### config.mk
export PLATFORM = sky130hd
export DESIGN_NAME = display_mode_sequencer
export DESIGN_NICKNAME = d
export VERILOG_FILES = /design/src/rtl/display_mode_sequencer.sv
export SDC_FILE = /design/constraint.sdc
export NUM_CORES = 1
export LEC_CHECK = 0
export CAP_MARGIN = 10
export CORE_MARGIN = 3
export CORE_UTILIZATION = 40
export DETAILED_ROUTE_END_ITERATION = 10
export PLACE_DENSITY = 0.66
export SYNTH_ARGS = -nofsm -noshare
export SYNTH_HDL_FRONTEND = slang
export SYNTH_SLANG_ARGS = --single-unit
### constraint.sdc
create_clock -name clk -period 2 [get_ports clk]
set_input_delay 0.4 -clock clk [delete_from_list [all_inputs] [get_ports clk]]
set_output_delay 0.4 -clock clk [all_outputs]
set_load 0.005 [all_outputs]
### src/rtl/display_mode_sequencer.sv
// Display-mode selector: synchronised, debounced forward/back buttons step a wrapping mode index.
// Optional DISPLAY_AUTO_RETURN_EN adds an idle timeout that returns the display to mode 0.
module display_mode_sequencer #(
    parameter int NUM_MODES       = 4,
    parameter int DEBOUNCE_CYCLES = 16,
    parameter int TIMEOUT_CYCLES  = 1000,
    localparam int MODE_W         = (NUM_MODES > 1) ? $clog2(NUM_MODES) : 1
) (
    input  logic                 clk,
    input  logic                 rst_n,
    input  logic                 sw,
    input  logic                 sw_back,
    input  logic                 lock,
    output logic [MODE_W-1:0]    mode,
    output logic [NUM_MODES-1:0] enable,
    output logic                 mode_changed
);

    localparam int                DB_W      = $clog2(DEBOUNCE_CYCLES + 1);
    localparam logic [MODE_W-1:0] LAST_MODE = MODE_W'(NUM_MODES - 1);

    if (NUM_MODES < 2 || DEBOUNCE_CYCLES < 1 || TIMEOUT_CYCLES < 1) begin : g_bad_params
        $error("display_mode_sequencer: illegal parameter value");
    end

    // Bit 0 is the forward button, bit 1 the reverse button.
    logic [1:0]      raw;
    logic [1:0]      sync1;
    logic [1:0]      sync2;
    logic [1:0]      stable;
    logic [1:0]      stable_q;
    logic [DB_W-1:0] db_cnt [2];

    assign raw = {sw_back, sw};

    // NOTE: sequential state uses non-blocking assignments so every flop samples pre-edge values.
    always_ff @(posedge clk or negedge rst_n) begin
        if (!rst_n) begin
            sync1    <= '0;
            sync2    <= '0;
            stable   <= '0;
            stable_q <= '0;
            for (int b = 0; b < 2; b++) db_cnt[b] <= '0;
        end else begin
            sync1    <= raw;
            sync2    <= sync1;
            stable_q <= stable;
            for (int b = 0; b < 2; b++) begin
                if (sync2[b] != stable[b]) begin
                    if (db_cnt[b] == DB_W'(DEBOUNCE_CYCLES - 1)) begin
                        stable[b] <= sync2[b];
                        db_cnt[b] <= '0;
                    end else begin
                        db_cnt[b] <= db_cnt[b] + 1'b1;
                    end
                end else begin
                    db_cnt[b] <= '0;
                end
            end
        end
    end

    // A press is the debounced rising edge; lock discards it rather than deferring it.
    logic [1:0] press;
    logic       step_fwd;
    logic       step_back;

    assign press     = stable & ~stable_q & {2{~lock}};
    assign step_fwd  = press[0] & ~press[1];
    assign step_back = press[1] & ~press[0];

    logic timeout;

`ifdef DISPLAY_AUTO_RETURN_EN
    localparam int IDLE_W = $clog2(TIMEOUT_CYCLES + 1);

    logic [IDLE_W-1:0] idle_cnt;

    assign timeout = (mode != '0) && !lock && (idle_cnt == IDLE_W'(TIMEOUT_CYCLES - 1));

    always_ff @(posedge clk or negedge rst_n) begin
        if (!rst_n) begin
            idle_cnt <= '0;
        end else if (step_fwd || step_back || timeout || mode == '0 || lock) begin
            idle_cnt <= '0;
        end else begin
            idle_cnt <= idle_cnt + 1'b1;
        end
    end
`else
    assign timeout = 1'b0;
`endif

    logic [MODE_W-1:0]    next_mode;
    logic [NUM_MODES-1:0] next_enable;
    logic                 next_changed;

    // NOTE: every combinational output gets a default first so no path can infer a latch.
    always_comb begin
        next_mode    = mode;
        next_changed = 1'b0;
        if (step_fwd) begin
            next_mode    = (mode == LAST_MODE) ? '0 : mode + 1'b1;
            next_changed = 1'b1;
        end else if (step_back) begin
            next_mode    = (mode == '0) ? LAST_MODE : mode - 1'b1;
            next_changed = 1'b1;
        end else if (timeout) begin
            next_mode    = '0;
            next_changed = 1'b1;
        end
        next_enable = NUM_MODES'(1) << next_mode;
    end

    always_ff @(posedge clk or negedge rst_n) begin
        if (!rst_n) begin
            mode         <= '0;
            enable       <= NUM_MODES'(1);
            mode_changed <= 1'b0;
        end else begin
            mode         <= next_mode;
            enable       <= next_enable;
            mode_changed <= next_changed;
        end
    end

endmodule

==> run metrics <==
run status=finished, final reports clean; post-CTS sizing=0; Clk pin slew, worst setup/hold paths=130 ps; number of synthesized register bits=25; final WL=1340 um; area grow syn2layout=19.8%; I/O pin count=12; Core Region=0.00228 sq mm; critical path class=in -> reg; routed vias=580; count leader, synth=dfrtp_1; Commonest cells post-synth=24 x dfrtp_1, 10 x nor2_1, 7 x inv_1; CP required=2220 ps; slowest CP cell=clkdlybuf4s50_1; Hold-fix buffers, CTS=0; CTS Buf Count=3; slew at the pin closest to its max-slew limit=346 ps; CTS tree=done; GRT Residual Overflow=0; proportion of layout cells with a drive suffix above 1=11.3%; Setup WS post-layout=270 ps; fraction of registers with async set/reset=100%; Nets=109; die area=0.00310 sq mm; worst-path fanout max=4; starting density of the core=43.3%; diode count=0; Post-synth EDFFs=0; Overall Power=0.807 mW; power density over the cells=683 mW/mm^2; Chip Height=55.6 um; final setup fails=0; antenna violations before repair=0; Hold Slack=366 ps; Clock Path Buffers=2; Final ANT Viol Nets=0; Final HPWL DP=1020 um; Peak supply drop=0.465 mV; H-tree levels=1; number of global-route vias before repair=575; DP Area=0.00115 sq mm; Tmin final=1730 ps; placed cell count=121; area leader, netlist=dfrtp_1; site row count=17; Fin. Hold Viols=0; Min-Delay Path Class=reg -> reg; crit start category=input port; CP cell instances=clkdlybuf4s50_1, nor2_1, nand2_1, inv_1, ha_1, nor3b_1, a221oi_2, inv_2, and3_1; RSZ-0062 raised after global routing=false; First-pass DRT Iterations=4; 1st-iter DRT viols=3; Max Freq=0.578 GHz; Pleak=0.619 nW; Area contributors post-synth=dfrtp_1 61%, ha_1 7.6%, xor2_1 5.3%; TNS Setup=0 ps; largest net degree at the start of global routing=26; global-route wire length before repair=2420 um; Mean Syn Cell Area=12.2 sq um; dpl ws=-63.0 ps; via/cell ratio=4.64; Tot GR Track Use=10.2%; Syn Std Cell Area=986 sq um; final period utilization=86.5%; Post-synth top flop=dfrtp_1; Util after Layout=51.9%; count of different cell masters after synthesis=20; Slew Limit Fails=0; width of the die=55.6 um; top-area cell type share of the netlist area=60.9%; Max Cap Viol=0; yosys warns=0; total clock sinks=25; Finished Cell Area=0.00118 sq mm; critical path's largest stage delay=480 ps; Clock Latency Late Sink=310 ps; syn_nets=92; wire length per cell=10.7 um; clk root buf=clkbuf_4; DR DRC count=0; final non-filler cell total=125; sequential cell area fraction in the yosys report=63.6%; CP endpoint kind=flop; Cells after Synth=81; gpl congestion=0.736; Clock Skew=0.472 ps; CP arrival=1950 ps; Post-CTS Setup Bufs=0; worst relative slew slack=76.7%; PortBufs=11
-- cell type report --
type | count | area [sq um]
Fill cell | 199 | 1090
Sequential cell | 25 | 627
Multi-Input combinational cell | 48 | 329
Timing Repair Buffer | 12 | 130
Tap cell | 28 | 35.0
Inverter | 8 | 30.0
Clock buffer | 3 | 22.5
Clock inverter | 1 | 7.51
-- logic make-up after synthesis --
kind of cell / share of synthesized area (%)
AOI/OAI and AO/OA: 4.57
xor gates and xnor gates: 5.33
adders and majority gates: 7.61
buffers and inverters: 3.05
DFF: 63.6
muxes: 2.28
and+or+nand+nor: 13.6
-- final timing paths --
kind / start / end / slack, ps / depth (start not counted)
worst max-delay path: lock / enable[3] / 270 / 9
worst min-delay path: sync1[0] / sync2[0] / 370 / 0
worst max register to register: stable[1] / enable[3] / 450 / 7
worst min register to register: sync1[0] / sync2[0] / 370 / 0
max in group asynchronous: rst_n / enable[0] / 1370 / 2
min in group asynchronous: rst_n / db_cnt[7] / 410 / 2
-- power breakdown --
| part | internal [mW] | switching (mW) |
|---|---|---|
| logic | 0.0270 | 0.0256 |
| registers | 0.522 | 0.0100 |
| clock network | 0.0762 | 0.146 |
| total | 0.625 | 0.181 |
-- placed cells by master (no fill, tap or decap), drive strengths merged --
cell type and n:
dfrtp 24, clkdlybuf4s50 11, nor2 11, inv 8, xor2 6, ha 6, nand3 4, and3 4
and2 3, a21oi 3, clkbuf 3, o21ai 3, nand2 2, mux2 2, nor3b 1, a221oi 1
nor2b 1, nor3 1, clkinvlp 1, dfstp 1, buf 1
-- sequential cells by signal (all words and copies together), names as in the netlist --
signal	count
stable	2
db_cnt	10
sync2	2
sync1	2
mode	2
enable	4
mode_changed	1
stable_q	2
-- metal layers --
layer / part of all wire (%) / GRT usage (%)
met1: 45 / 12.0
met3: 3.2 / 2.78
met5: 0 / 0
met4: 1.2 / 5.21
met2: 50 / 16.9
-- critical path: cells and delay by family --
kind	cells	cell delay (ps)
AOI/OAI and AO/OA	1	260
and+or+nand+nor	4	450
buffers and inverters	3	600
adders and majority gates	1	240
Power figures use the tool's default switching activity.
